$ cat src/rtl/lock_entry_controller_pkg.sv
// Shared definitions for the combination lock: state encodings and entry geometry.
package lock_entry_controller_pkg;

  localparam int unsigned DIGIT_W    = 4;
  localparam int unsigned NUM_DIGITS = 4;
  localparam int unsigned COUNT_W    = 3;

  // Encodings are fixed because the display stage decodes them directly.
  typedef enum logic [1:0] {
    ST_INITIAL  = 2'b00,
    ST_UNLOCKED = 2'b01,
    ST_LOCKED   = 2'b10
  } state_e;

  // Slot 0 holds the first digit entered.
  typedef logic [NUM_DIGITS-1:0][DIGIT_W-1:0] entry_buf_t;

endpackage

$ cat src/rtl/lock_entry_controller_btn_edge_detect.sv
// Rising-edge detector for one debounced button level.
module lock_entry_controller_btn_edge_detect (
  input  logic clock,
  input  logic reset,
  input  logic btn,
  output logic rise
);

  logic btn_q;

  // History register; resets high so a button held through reset produces no edge.
  // NOTE: sequential state is always assigned with <= so every flop samples pre-edge values.
  always_ff @(posedge clock) begin
    if (reset) btn_q <= 1'b1;
    else       btn_q <= btn;
  end

  assign rise = btn & ~btn_q;

endmodule

$ cat src/rtl/lock_entry_controller.sv
// Control FSM of the 4-digit hex combination lock: digit capture, code store/compare,
// retry counting and timed lockout.
module lock_entry_controller
  import lock_entry_controller_pkg::*;
#(
  parameter int unsigned MAX_TRIES      = 3,
  parameter int unsigned LOCKOUT_CYCLES = 100_000_000
) (
  input  logic               clock,
  input  logic               reset,
  input  logic               enter_button,
  input  logic               set_button,
  input  logic               change_button,
  input  logic [DIGIT_W-1:0] digit_in,
  output logic [DIGIT_W-1:0] hex1,
  output logic [DIGIT_W-1:0] hex2,
  output logic [DIGIT_W-1:0] hex3,
  output logic [DIGIT_W-1:0] hex4,
  output logic [1:0]         counter,
  output logic [COUNT_W-1:0] digit_count,
  output logic [1:0]         state,
  output logic               lockout,
  output logic               unlock_pulse,
  output logic               fail_pulse
);

  localparam int unsigned        TIMER_W     = (LOCKOUT_CYCLES > 1) ? $clog2(LOCKOUT_CYCLES) : 1;
  localparam logic [TIMER_W-1:0] TIMER_LOAD  = TIMER_W'(LOCKOUT_CYCLES - 1);
  localparam logic [3:0]         TRIES_LIMIT = 4'(MAX_TRIES);
  localparam logic [COUNT_W-1:0] FULL_COUNT  = COUNT_W'(NUM_DIGITS);

  state_e             state_q, state_n;
  entry_buf_t         buf_q, code_q;
  logic [COUNT_W-1:0] count_q;
  logic [3:0]         fail_cnt_q;
  logic               lockout_q, unlock_q, fail_q;
  logic [TIMER_W-1:0] timer_q;

  logic enter_rise, set_rise, change_rise;
  logic set_ev, chg_ev, ent_ev, buf_full;
  logic capture, clear_buf, load_code, erase_code, hit, miss;

  lock_entry_controller_btn_edge_detect u_enter_edge (
    .clock (clock), .reset (reset), .btn (enter_button), .rise (enter_rise)
  );
  lock_entry_controller_btn_edge_detect u_set_edge (
    .clock (clock), .reset (reset), .btn (set_button), .rise (set_rise)
  );
  lock_entry_controller_btn_edge_detect u_change_edge (
    .clock (clock), .reset (reset), .btn (change_button), .rise (change_rise)
  );

  // Buttons are dead during lockout; set outranks change, change outranks enter.
  assign set_ev   = set_rise & ~lockout_q;
  assign chg_ev   = change_rise & ~lockout_q & ~set_rise;
  assign ent_ev   = enter_rise & ~lockout_q & ~set_rise & ~change_rise;
  assign buf_full = (count_q == FULL_COUNT);

  // State register.
  always_ff @(posedge clock) begin
    if (reset) state_q <= ST_INITIAL;
    else       state_q <= state_n;
  end

  // Next-state and datapath action decode.
  // NOTE: every combinational output gets a default first so no path leaves it unassigned (no latch).
  always_comb begin
    state_n    = state_q;
    capture    = 1'b0;
    clear_buf  = 1'b0;
    load_code  = 1'b0;
    erase_code = 1'b0;
    hit        = 1'b0;
    miss       = 1'b0;
    if (state_q != ST_INITIAL && state_q != ST_UNLOCKED && state_q != ST_LOCKED) begin
      state_n   = ST_INITIAL;
      clear_buf = 1'b1;
    end else if (set_ev) begin
      if (buf_full) begin
        clear_buf = 1'b1;
        case (state_q)
          ST_LOCKED: begin
            if (buf_q == code_q) begin
              hit     = 1'b1;
              state_n = ST_UNLOCKED;
            end else begin
              miss    = 1'b1;
            end
          end
          default: begin
            load_code = 1'b1;
            state_n   = ST_LOCKED;
          end
        endcase
      end else if (count_q == '0 && state_q == ST_UNLOCKED) begin
        state_n = ST_LOCKED;
      end
    end else if (chg_ev) begin
      if (count_q != '0) begin
        clear_buf = 1'b1;
      end else if (state_q == ST_UNLOCKED) begin
        erase_code = 1'b1;
        state_n    = ST_INITIAL;
      end
    end else if (ent_ev && !buf_full) begin
      capture = 1'b1;
    end
  end

  // Entry buffer, stored code, retry counter, lockout timer and result pulses.
  always_ff @(posedge clock) begin
    if (reset) begin
      buf_q      <= '0;
      count_q    <= '0;
      code_q     <= '0;
      fail_cnt_q <= '0;
      lockout_q  <= 1'b0;
      timer_q    <= '0;
      unlock_q   <= 1'b0;
      fail_q     <= 1'b0;
    end else begin
      unlock_q <= hit;
      fail_q   <= miss;

      if (clear_buf) begin
        buf_q   <= '0;
        count_q <= '0;
      end else if (capture) begin
        buf_q[count_q[1:0]] <= digit_in;
        count_q             <= count_q + COUNT_W'(1);
      end

      if (load_code)       code_q <= buf_q;
      else if (erase_code) code_q <= '0;

      if (lockout_q) begin
        if (timer_q == '0) begin
          lockout_q  <= 1'b0;
          fail_cnt_q <= '0;
        end else begin
          timer_q <= timer_q - TIMER_W'(1);
        end
      end else if (hit) begin
        fail_cnt_q <= '0;
      end else if (miss) begin
        if (fail_cnt_q != 4'hF) fail_cnt_q <= fail_cnt_q + 4'd1;
        if (fail_cnt_q >= TRIES_LIMIT - 4'd1) begin
          lockout_q <= 1'b1;
          timer_q   <= TIMER_LOAD;
        end
      end
    end
  end

  // Output drive straight from registered state.
  always_comb begin
    hex1         = buf_q[0];
    hex2         = buf_q[1];
    hex3         = buf_q[2];
    hex4         = buf_q[3];
    counter      = count_q[1:0];
    digit_count  = count_q;
    state        = state_q;
    lockout      = lockout_q;
    unlock_pulse = unlock_q;
    fail_pulse   = fail_q;
  end

endmodule

$ cat config.mk
export PLATFORM = sky130hd
export DESIGN_NAME = lock_entry_controller
export DESIGN_NICKNAME = d
export VERILOG_FILES = /design/src/rtl/lock_entry_controller_pkg.sv /design/src/rtl/lock_entry_controller_btn_edge_detect.sv /design/src/rtl/lock_entry_controller.sv
export SDC_FILE = /design/constraint.sdc
export NUM_CORES = 1
export LEC_CHECK = 0
export BUFFER_PORTS_ARGS = -buffer_cell sky130_fd_sc_hd__buf_2
export CAP_MARGIN = 20
export CORE_AREA = 8 8 67 112
export DETAILED_ROUTE_END_ITERATION = 16
export DIE_AREA = 0 0 75 120
export GPL_ROUTABILITY_DRIVEN = 0
export HOLD_SLACK_MARGIN = 0.06
export PLACE_DENSITY = 0.83
export SYNTH_ARGS = -nofsm -noshare
export SYNTH_HDL_FRONTEND = slang
export SYNTH_SLANG_ARGS = --single-unit
$ cat constraint.sdc
create_clock -name clock -period 4.9 [get_ports clock]
set_clock_uncertainty 0.2 [all_clocks]
set_input_delay 1.47 -clock clock [delete_from_list [all_inputs] [get_ports clock]]
set_output_delay 1.47 -clock clock [all_outputs]
set_load 0.01 [all_outputs]
# == Yosys cells after proc, flatten, opt, wreduce, memory -nomap -nowiden ==
# Cells that the tools add are included.
# word_totals
regBits,74
input_bits,9
wordCells,130
# classes
addsub,3
n_lt_le_gt_ge,3
n_eq_ne,13
mux,56
bitwise_logic,15
n_reduce_logical,22
# op_table
operator,n
2-to-1 mux 27 bit,5
2-to-1 mux 1 bit,33
2-to-1 mux 16 bit,2
zero test 27 bit,1
"subtractor 27 x 1 -> 27 bit, second input constant",1
2-to-1 mux 4 bit,6
bitwise mux 16 bit,1
equality test 16 bit,1
2-to-1 mux 2 bit,8
nonzero test 2 bit,6
bitwise AND 1 bit,9
nonzero test 3 bit,3
demux 4 bit (select 2 bit),1
"inequality test 2 bit, second input constant",4
"inequality test 4 bit, second input constant",2
NOT 1 bit,6
logical AND 1 bit,5
AND reduction 5 bit,1
"adder 4 x 1 -> 4 bit, second input constant",1
"greater-or-equal comparator 4 x 2 -> 1 bit, second input constant",1
"inequality test 2 x 1 -> 1 bit, second input constant",2
AND reduction 4 bit,1
OR reduction 2 bit,2
"adder 3 x 1 -> 3 bit, second input constant",1
other kinds (9),9

# == Logic depth before layout (Yosys ltp) ==
# Gate-level depths: netlist of run 1.
# logic_depth
depth_word,10
ltp_mapped,9
depth_no_buf,7

# == Modules after synthesis ==
# A second synthesis of run 1 with hierarchy kept.
# hier_totals
cells_unflattened,407
area_unflattened_um2,3549.7
# modules_own_cells
module,instances,cells_each,area_each_um2,seq_area_each_um2
lock_entry_controller,1,398,3452.1,1421.4
lock_entry_controller_btn_edge_detect,3,3,32.5,20.0

# == Least setup slack after synthesis of run 1 ==
# OpenSTA, ideal clock, no wires.
# synth_timing
path_type,input-to-reg
from,input enter_button
to,register buf_q (netlist bit hex1[3])
arrival_time_ns,2.927
required_ns,4.538
path_slack_ns,1.611
path_stages,6
path_buffers,1
cell_sequence,or3b_2 -> nor4_1 -> clkbuf_1 -> nand2_1 -> nand2_1 -> a21oi_1
# synth_between
elab_chain_cells,9
# synth_lines
element,line,rtl
"start, declared",lock_entry_controller.sv:11,"input logic enter_button,"
bitwise AND 1 bit,lock_entry_controller_btn_edge_detect.sv:18,assign rise = btn & ~btn_q;
bitwise AND 1 bit (3 in a row),lock_entry_controller.sv:56,assign ent_ev = enter_rise & ~lockout_q & ~set_rise & ~change_rise;
logical AND 1 bit,lock_entry_controller.sv:105,end else if (ent_ev && !buf_full) begin
2-to-1 mux 1 bit,lock_entry_controller.sv:105,
2-to-1 mux 1 bit,lock_entry_controller.sv:98,end else if (chg_ev) begin
2-to-1 mux 1 bit,lock_entry_controller.sv:78,end else if (set_ev) begin
2-to-1 mux 1 bit,lock_entry_controller.sv:75,if (state_q != ST_INITIAL && state_q != ST_UNLOCKED && state_q != ST_LOCKED) begin
"end signal, assigned by index",lock_entry_controller.sv:129,buf_q[count_q[1:0]] <= digit_in;
"end, declared",lock_entry_controller.sv:33,"entry_buf_t buf_q, code_q;"
# No other way between the ends.
# A chain may end at the register's enable or synchronous reset.

# == Worst setup path in the final report of run 1 ==
# layout_timing
from,"register lockout_q, in the netlist lockout"
to,output lockout
# layout_lines
element,line,rtl
"start, declared",lock_entry_controller.sv:36,"logic lockout_q, unlock_q, fail_q;"
"start signal, assigned",lock_entry_controller.sv:117,lockout_q <= 1'b0;
"start signal, assigned",lock_entry_controller.sv:138,lockout_q <= 1'b0;
"start signal, assigned",lock_entry_controller.sv:148,lockout_q <= 1'b1;
"end, declared",lock_entry_controller.sv:22,"output logic lockout,"
# No word-level cell between the ends.

==> out/results.ini, run 1 <==
[outcome]
status=finished, final reports clean

[synth]
seq_area_frac_synth_pct=40.5
ys_ff_latch=74
synthCells=425
netlist.area_leader.share_pct=40.5
ys_async_sr_fraction_pct=0
ys_top_cells_by_count=dfxtp_1 (74), nor2_1 (38), nand2_1 (34)
synth-edff-count=0
syn_area_um2=3650
yosysTopAreaCell=dfxtp_1
yosys_warnings=0
synth_most_common_cell=dfxtp_1
syn_area_per_cell_um2=8.60
syn_nets=442
synthFlopType=dfxtp_1
ys_top_cells_by_area=dfxtp_1 (41%), xor2_1 (6.2%), a21oi_1 (4.5%)
synth_cell_types=53

[route]
avgRoutedWirePerCell_um=17.1
first_pass_iters=5
via_count=3316
finalWirelength_mm=9.13
drc=0
viasPerCell=6.21
drt_iter0_drc=318
ant_nets=0

[cells_and_area]
antenna_cells=0
multi_input_area_um2=2040
drive_gt1_share_pct=14.8
seqCellArea_um2=1480
n_fill_cell=508
syn2layout_area_growth_pct=10.3
final_cells=534
finish.net_count=466

[placement]
dpl.cell_count=518
place_hpwl_mm=6.60
port_buffers=34

[power]
peakVddDrop_mv=0.225
power_mw=1.10
power_density_nw_per_um2=272
p_leak_nw=1.65

[floorplanning]
dieHeight_um=120
io_pins=35
dieArea_um2=9000
std_cell_rows=38
die_x_um=75
core_area_um2=6040
initial_core_util_pct=60.5

[clocking]
htree_levels=3
ctsHoldBuffers=0
clock_path_buffers=2
cts_setup_buffers=0
clk_pin_slew_ns=0.07
cts_tree=yes
cts_num_sinks=74
cts_resized=0
cts-root-buf=clkbuf_8
clock_latency_ns=0.36
cts_made_buffers=9

[timing]
maxSlewHeadroom_pct=23.0
hold_viol_final=0
slew_viol_final=0
setup_viol=0
tightest_slew_ns=1.14
tns_ns=0
rsz0062_at_grt=false
max_freq_ghz=0.313
post-route-min-period_ns=3.20
period_share_pct=65.3

[worst_setup_path]
crit_chain=buf_2
crit_buf_inv=1
cp_top_family=flip-flops
cp-end-kind=primary output
worstSetupPathType=reg2out
cp_max_fo=22
start_kind=register
max_stage_delay_ns=0.90
slowest_stage=dfxtp_1
worstPathArrival_ns=1.53
cp_data_required_time_ns=3.23

[grt]
grt_pass1_wl_mm=15.2
grt_pass1_vias=3328
antenna_found_initial=0
grt_max_degree=50
grtUsageTotal_pct=21.8
overflow=0

[min_path]
hold_path.class=reg2reg

[job]
max-cap-violations=0

cells in the final DEF, fill, tap and decap left out, drive strengths merged, types with 2 or more instances in the layout:
cell type and instances:
o31ai 3, dfxtp 74, ha 8, nor3 10, buf 37, nand2b 3
or3 8, nand3 26, nand2 34, a21o 2, clkinv 2, inv 10
and4b 2, o211ai 11, nand4 4, and3 3, or4 9, nor4 10
a22oi 18, nor2b 6, o21ai 20, xnor2 8, a31oi 3, nand4b 2
a21oi 33, nor3b 4, nor2 38, nor4b 5, xor2 26, or2 5
clkbuf 14, mux2i 3
stage by stage:
stage / setup slack [ns] / hold WS, ns / util [%] / cell area, µm²
after floorplan: 1.61 / 0.246 / - / 3650
after global placement: 1.49 / 0.260 / 63.6 / 3840
after detailed placement: 1.49 / 0.273 / 63.7 / 3850
after CTS: 1.68 / 0.284 / 66.7 / 4030
after global routing: 1.62 / 0.323 / 66.7 / 4030
final: 1.70 / 0.282 / 66.7 / 4030
final timing paths:
| kind | from | end | slack (ns) | cells after the start |
|---|---|---|---|---|
| worst max-delay path | lockout$_SDFF_PP0_ | lockout | 1.70 | 1 |
| worst min-delay path | timer_q[11]$_SDFFE_PP0P_ | timer_q[11]$_SDFFE_PP0P_ | 0.28 | 2 |
| worst min register to register | timer_q[11]$_SDFFE_PP0P_ | timer_q[11]$_SDFFE_PP0P_ | 0.28 | 2 |
| worst max register to register | lockout$_SDFF_PP0_ | timer_q[22]$_SDFFE_PP0P_ | 1.97 | 5 |
where the power goes:
group | switching, mW | internal [mW]
sequential | 0.00348 | 0.604
combinational | 0.0317 | 0.0149
clock | 0.218 | 0.224
registers in the layout (all words and copies together) (netlist names):
| signal | flops |
|---|---|
| fail_pulse | 1 |
| hex3 | 4 |
| hex4 | 4 |
| u_enter_edge.btn_q | 1 |
| unlock_pulse | 1 |
| timer_q | 27 |
| hex2 | 4 |
| u_change_edge.btn_q | 1 |
| hex1 | 4 |
| state | 2 |
| u_set_edge.btn_q | 1 |
| fail_cnt_q | 4 |
| digit_count | 3 |
| lockout | 1 |
| code_q | 16 |
per-layer routing:
metal,share of wire [%],vias to the layer above,global-route usage (%),wire (µm)
met5,0,-,0,0
met4,5.7,0,15.8,525
met3,4.6,41,5.68,419
met2,52,122,36.8,4770
met1,37,1575,21.8,3420
li1,-,1578,-,-
logic make-up (layout without fill, tap and decap cells):
| logic type | count (synthesis) | count (layout) | synth area share (%) |
|---|---|---|---|
| adders and majority gates | 8 | 8 | 2.74 |
| DFF | 74 | 74 | 40.5 |
| buffers and inverters | 34 | 63 | 4.14 |
| AOI/OAI and AO/OA | 99 | 99 | 17.5 |
| and+or+nand+nor | 173 | 173 | 26.1 |
| muxes | 3 | 3 | 0.822 |
| xor gates and xnor gates | 34 | 34 | 8.15 |
worst min-delay path, stage by stage (launching register included):
cell and delay, ns:
dfxtp_1 0.32, o31ai_1 0.06, a21oi_1 0.06
layout make-up:
| class | instances | area share, % |
|---|---|---|
| inverter | 10 | 0.931 |
| sequential | 74 | 36.8 |
| tap | 80 | 2.48 |
| clock buffer | 14 | 4.28 |
| multi-input combinational | 317 | 50.5 |
| timing repair buffer | 37 | 4.78 |
| clock inverter | 2 | 0.248 |
Note: power is estimated with default switching activity, not from simulation.
==> run 2, diff against run 1 <==
--- a/config.mk
+++ b/config.mk
@@ -7,12 +7,12 @@
 export LEC_CHECK = 0
 export BUFFER_PORTS_ARGS = -buffer_cell sky130_fd_sc_hd__buf_2
 export CAP_MARGIN = 20
-export CORE_AREA = 8 8 67 112
+export CORE_AREA = 8 8 69 116
 export DETAILED_ROUTE_END_ITERATION = 16
-export DIE_AREA = 0 0 75 120
+export DIE_AREA = 0 0 77 124
 export GPL_ROUTABILITY_DRIVEN = 0
 export HOLD_SLACK_MARGIN = 0.06
-export PLACE_DENSITY = 0.83
+export PLACE_DENSITY = 0.78
 export SYNTH_ARGS = -nofsm -noshare
 export SYNTH_HDL_FRONTEND = slang
 export SYNTH_SLANG_ARGS = --single-unit
==> constraint.sdc (replaced) <==
create_clock -name clock -period 3.2 [get_ports clock]
set_clock_uncertainty 0.2 [all_clocks]
set_input_delay 0.96 -clock clock [delete_from_list [all_inputs] [get_ports clock]]
set_output_delay 0.96 -clock clock [all_outputs]
set_load 0.01 [all_outputs]
==> run 2 against run 1 <==
  * Non-clock buffer count grew 8
  * Critical path type is now reg2reg
  * Sequential share of layout area shrank 1.8 points
  * Power grew 88%
  * Core utilization shrank 0.91 points
  * Combinational power grew 60%
  * Sequential cell count is the same
  * Critical endpoint is now timer_q[23]$_SDFFE_PP0P_
  * Final cell count grew 1.9%
  * Setup slack lost 1.2 ns
==> out/results.ini, run 2 (synthesis results as in run 1) <==
[outcome]
status=finished, final reports clean

[floorplanning]
initial_core_util_pct=56.7
dieHeight_um=124
die_x_um=77
core_area_um2=6440
io_pins=35
dieArea_um2=9550
std_cell_rows=39

[route]
first_pass_iters=5
avgRoutedWirePerCell_um=17.0
finalWirelength_mm=9.23
drc=0
via_count=3297
ant_nets=0
drt_iter0_drc=276
viasPerCell=6.06

[grt]
overflow=0
antenna_found_initial=0
grt_max_degree=32
grt_pass1_wl_mm=15.5
grtUsageTotal_pct=20.3
grt_pass1_vias=3405

[cells_and_area]
largest_register_ffs=27
final_cell_mix=dfxtp_1 (74), nor2_1 (38), nand2_1 (34), buf_2 (34), a21oi_1 (33)
top_register=timer_q
fin_util_pct=65.8
antenna_cells=0
finish.net_count=474
syn2layout_area_growth_pct=16.0
largest_registers=timer_q x27, code_q x16
final_common_cell=dfxtp_1
final_cells=544
drive_gt1_share_pct=16.2

[timing]
max_freq_ghz=0.368
hold_viol_final=0
tns_ns=0
setup_slack_ns=0.484
slew_viol_final=0
rsz0062_at_grt=false
post-route-min-period_ns=2.72
tightest_slew_ns=0.673
setup_viol=0
maxSlewHeadroom_pct=54.8
period_share_pct=84.9

[worst_setup_path]
start_kind=register
critPathMostFrequentCell=or4_1
cp_data_required_time_ns=3.19
worstSetupPathType=reg2reg
cp_max_fo=11
r2r_cells=5
worstPathArrival_ns=2.70
cp-end-kind=register
slowest_stage=or4_1
r2r_slack_ns=0.48
crit_chain=or4_1 -> or4_4 -> o211ai_2 -> or4_1 -> o211ai_1
max_stage_delay_ns=0.75

[job]
max-cap-violations=0

[clocking]
cts_resized=0
htree_levels=3
cts_made_buffers=9
clock_latency_ns=0.33
cts_setup_buffers=0
ctsHoldBuffers=0
cts_num_sinks=74
cts_tree=yes
cts-root-buf=clkbuf_16
clk_pin_slew_ns=0.06
clock_path_buffers=2

[power]
peakVddDrop_mv=0.555
power_density_nw_per_um2=487
p_leak_nw=1.75

[placement]
dpl.cell_count=528
place_ws_ns=0.395
place_hpwl_mm=6.71
port_buffers=34

[min_path]
hold_path.class=reg2reg
whs_path_depth=2

-- run 2: cell types whose count changed in the layout (fill, tap and decap cells not counted) --
cell / previous run / this run
buf_12: 0 / 1
clkinv_2: 2 / 0
clkbuf_16: 0 / 9
bufinv_16: 0 / 1
clkbuf_8: 12 / 4
buf_4: 3 / 10
-- run 2: area by class of cell --
| cell class | count | area, µm² |
|---|---|---|
| Clock buffer | 15 | 288 |
| Clock inverter | 1 | 30.0 |
| Fill cell | 582 | 2200 |
| Inverter | 10 | 37.5 |
| Multi-Input combinational cell | 317 | 2040 |
| Sequential cell | 74 | 1480 |
| Tap cell | 82 | 103 |
| Timing Repair Buffer | 45 | 265 |
-- run 2: power breakdown --
group | internal (mW) | switching (mW)
registers | 0.926 | 0.00515
logic | 0.0271 | 0.0476
clock network | 0.689 | 0.367
-- run 2: metal layers --
| metal | global-route usage, % | routed length [µm] | vias to the layer above | share of wire (%) |
|---|---|---|---|---|
| met5 | 0 | 0 | - | 0 |
| met4 | 16.9 | 427 | 0 | 4.6 |
| met3 | 3.18 | 291 | 32 | 3.2 |
| met2 | 38.8 | 5080 | 87 | 55 |
| met1 | 18.5 | 3440 | 1573 | 37 |
| li1 | - | - | 1605 | - |
-- run 2: worst paths after layout --
check | from | to
max reg2reg | timer_q[8]$_SDFFE_PP0P_ | timer_q[23]$_SDFFE_PP0P_
min reg2reg | timer_q[11]$_SDFFE_PP0P_ | timer_q[11]$_SDFFE_PP0P_
max | timer_q[8]$_SDFFE_PP0P_ | timer_q[23]$_SDFFE_PP0P_
min | timer_q[11]$_SDFFE_PP0P_ | timer_q[11]$_SDFFE_PP0P_
-- run 2: worst max-delay path: cells and delay by family (launching register included) --
kind	cells	cell delay [ns]
compound gates	2	0.40
flops	1	0.34
simple gates	3	1.63
-- run 2: stage by stage --
stage                     power (mW)  hold slack, ns  area, µm²
after floorplan                0.994           0.246       3650
after global placement          1.02           0.263       3920
after detailed placement        1.03           0.274       3920
after CTS                       2.07           0.283       4240
after global routing            2.12           0.306       4240
final                           2.06           0.277       4240
==> run 3, diff against run 2 <==
--- a/config.mk
+++ b/config.mk
@@ -5,14 +5,15 @@
 export SDC_FILE = /design/constraint.sdc
 export NUM_CORES = 1
 export LEC_CHECK = 0
+export ABC_AREA = 1
 export BUFFER_PORTS_ARGS = -buffer_cell sky130_fd_sc_hd__buf_2
 export CAP_MARGIN = 20
-export CORE_AREA = 8 8 69 116
+export CORE_AREA = 8 8 75 127
 export DETAILED_ROUTE_END_ITERATION = 16
-export DIE_AREA = 0 0 77 124
+export DIE_AREA = 0 0 83 135
 export GPL_ROUTABILITY_DRIVEN = 0
 export HOLD_SLACK_MARGIN = 0.06
-export PLACE_DENSITY = 0.78
+export PLACE_DENSITY = 0.76
 export SYNTH_ARGS = -nofsm -noshare
 export SYNTH_HDL_FRONTEND = slang
 export SYNTH_SLANG_ARGS = --single-unit
==> constraint.sdc (replaced) <==
create_clock -name clock -period 2.45 [get_ports clock]
set_clock_uncertainty 0.2 [all_clocks]
set_input_delay 0.735 -clock clock [delete_from_list [all_inputs] [get_ports clock]]
set_output_delay 0.735 -clock clock [all_outputs]
set_load 0.01 [all_outputs]
==> run 3 against run 2 <==
  * Register-to-register slack worse by 0.35 ns
  * Cell area up 10%
  * Critical path type unchanged
  * Non-clock buffer count down 1
  * Final cell count up 41%
  * Synthesized area up 13%
  * Core utilization down 5.8 points
  * Wire length up 8.2%
  * Largest cell class unchanged
  * Sequential power up 31%
==> out/results.ini, run 3 <==
[cells_and_area]
syn2layout_area_growth_pct=13.7
top_register=timer_q
n_fill_cell=725
largest_register_ffs=27
drive_gt1_share_pct=14.2
finish.net_count=689
multi_input_area_um2=2080
final_cells=767
antenna_cells=0
fin_util_pct=60.0
largest_registers=timer_q x27, code_q x16
final_common_cell=nand2_1
final_cell_mix=nand2_1 (164), inv_1 (116), nor2_1 (98)
seqCellArea_um2=1480

[synth]
synth_cell_types=36
synth-simple-area-share_pct=35.8
synth_xor_area_share_pct=1.92
yosysTopAreaCell=dfxtp_1
syn_area_per_cell_um2=6.50
synthFlopType=dfxtp_1
synthCells=633
synth.area.mux_share_pct=0
ys_top_cells_by_count=nand2_1 (164), inv_1 (116), nor2_1 (99)
ys_async_sr_fraction_pct=0
synth-edff-count=0
synthAdderAreaFrac_pct=2.43
syn_nets=650
synth_most_common_cell=nand2_1
ys_ff_latch=74
synth_compound_area_share_pct=10.4
syn_area_um2=4120
yosys_warnings=0
netlist.area_leader.share_pct=36.0
seq_area_frac_synth_pct=36.0
ys_top_cells_by_area=dfxtp_1 (36%), nand2_1 (15%), inv_1 (11%)
synth_top_family_by_area=simple AND/OR/NAND/NOR gates

[power]
p_sw_uw=615
peakVddDrop_mv=0.336
p_leak_nw=2.46
internal_power_mw=2.03
power_density_nw_per_um2=566
pwr-share-comb_pct=3.5
power_frac_seq_pct=46.0
p_clk_share_pct=50.5
swShare_pct=23.2

[clocking]
clock_latency_ns=0.35
clock_path_buffers=2
clk_pin_slew_ns=0.06
ctsHoldBuffers=0
htree_levels=3
cts_num_sinks=74
cts-root-buf=clkbuf_16
cts_made_buffers=9
cts_tree=yes

[route]
viasPerCell=5.16
drc=0
finalWirelength_mm=9.99
via_count=3959
avgRoutedWirePerCell_um=13.0
first_pass_iters=4
ant_nets=0
drt_iter0_drc=176

[worst_setup_path]
start_kind=register
worstSetupPathType=reg2reg
cp-end-kind=register
worstPathArrival_ns=2.37
r2r_slack_ns=0.14
cp_max_fo=10
cp_data_required_time_ns=2.50

[timing]
maxSlewHeadroom_pct=61.5
slew_viol_final=0
setup_viol=0
max_freq_ghz=0.432
post-route-min-period_ns=2.31
hold_viol_final=0
tightest_slew_ns=0.572
period_share_pct=94.4
rsz0062_at_grt=true

[floorplanning]
dieHeight_um=135
core_area_um2=7800
io_pins=35
initial_core_util_pct=52.8
dieArea_um2=11200
std_cell_rows=43
die_x_um=83

[placement]
port_buffers=34
place_hpwl_mm=7.41
dpl.cell_count=751

[grt]
grt_max_degree=32
grt_pass1_wl_mm=16.8
antenna_found_initial=0
grt_pass1_vias=3807
grtUsageTotal_pct=18.2
overflow=0

[outcome]
status=finished, final reports clean

[job]
max-cap-violations=0

[min_path]
hold_path.class=reg2reg

run 3: cell families after synthesis:
group           after synthesis
simple gates                339
buf+inv                     137
flops                        74
compound gates               66
xor+xnor                      9
fa+ha+maj                     8
run 3: power groups by stage:
| stage | Clock [mW] | Sequential [mW] | Combinational (mW) |
|---|---|---|---|
| after global placement | 0 | 1.24 | 0.0915 |
| after detailed placement | 0 | 1.24 | 0.0925 |
| after CTS | 1.35 | 1.22 | 0.0949 |
| final | 1.34 | 1.22 | 0.0926 |
| after floorplan | 0 | 1.25 | 0.0539 |
| after global routing | 1.41 | 1.22 | 0.104 |
run 3: worst paths after layout:
| path | end | depth (start not counted) | start |
|---|---|---|---|
| max | hex4[3]$_SDFFE_PP0P_ | 9 | digit_count[0]$_SDFFE_PP0P_ |
| min | timer_q[25]$_SDFFE_PP0P_ | 2 | timer_q[25]$_SDFFE_PP0P_ |
| max reg2reg | hex4[3]$_SDFFE_PP0P_ | 9 | digit_count[0]$_SDFFE_PP0P_ |
| min reg2reg | timer_q[25]$_SDFFE_PP0P_ | 2 | timer_q[25]$_SDFFE_PP0P_ |
run 3: layout make-up:
| type | instances | area share (%) |
|---|---|---|
| Multi-Input combinational cell | 422 | 44.5 |
| Sequential cell | 74 | 31.6 |
| Inverter | 121 | 9.76 |
| Timing Repair Buffer | 44 | 5.24 |
| Clock buffer | 9 | 4.81 |
| Tap cell | 90 | 2.41 |
| Clock inverter | 7 | 1.63 |
run 3: timing repair:
action                                  in CTS  in global routing
buffers inserted                             0                  0
endpoints found under the setup margin       0                 10
gates resized for setup                      0                  1
run 3: worst max-delay path: stages, from the launching register on:
cell      delay [ns]
dfxtp_1         0.41
inv_1           0.11
ha_1            0.28
nand2_1         0.12
nand2_1         0.07
nor4_1          0.16
nand2_1         0.14
inv_1           0.16
nand2_1         0.26
a211oi_1        0.30
run 3: layer usage:
layer	GRT usage [%]	up-vias	wire (µm)	part of all wire [%]
li1	-	2037	-	-
met1	16.1	1810	3680	37
met2	35.5	87	5530	55
met3	4.70	25	442	4.4
met4	10.5	0	335	3.4
met5	0	-	0	0
run 3: metrics by stage:
stage | hold WS, ns | setup TNS [ns] | power (mW) | setup WS, ns | instance area [µm²]
2_1_floorplan | 0.251 | 0 | 1.30 | 0.329 | 4120
3_3_place_gp | 0.266 | 0 | 1.34 | 0.155 | 4380
3_5_place_dp | 0.273 | 0 | 1.34 | 0.0883 | 4380
4_1_cts | 0.282 | 0 | 2.66 | 0.0920 | 4680
5_1_grt | 0.298 | -0.472 | 2.73 | -0.0764 | 4680
6_report | 0.285 | 0 | 2.65 | 0.138 | 4680
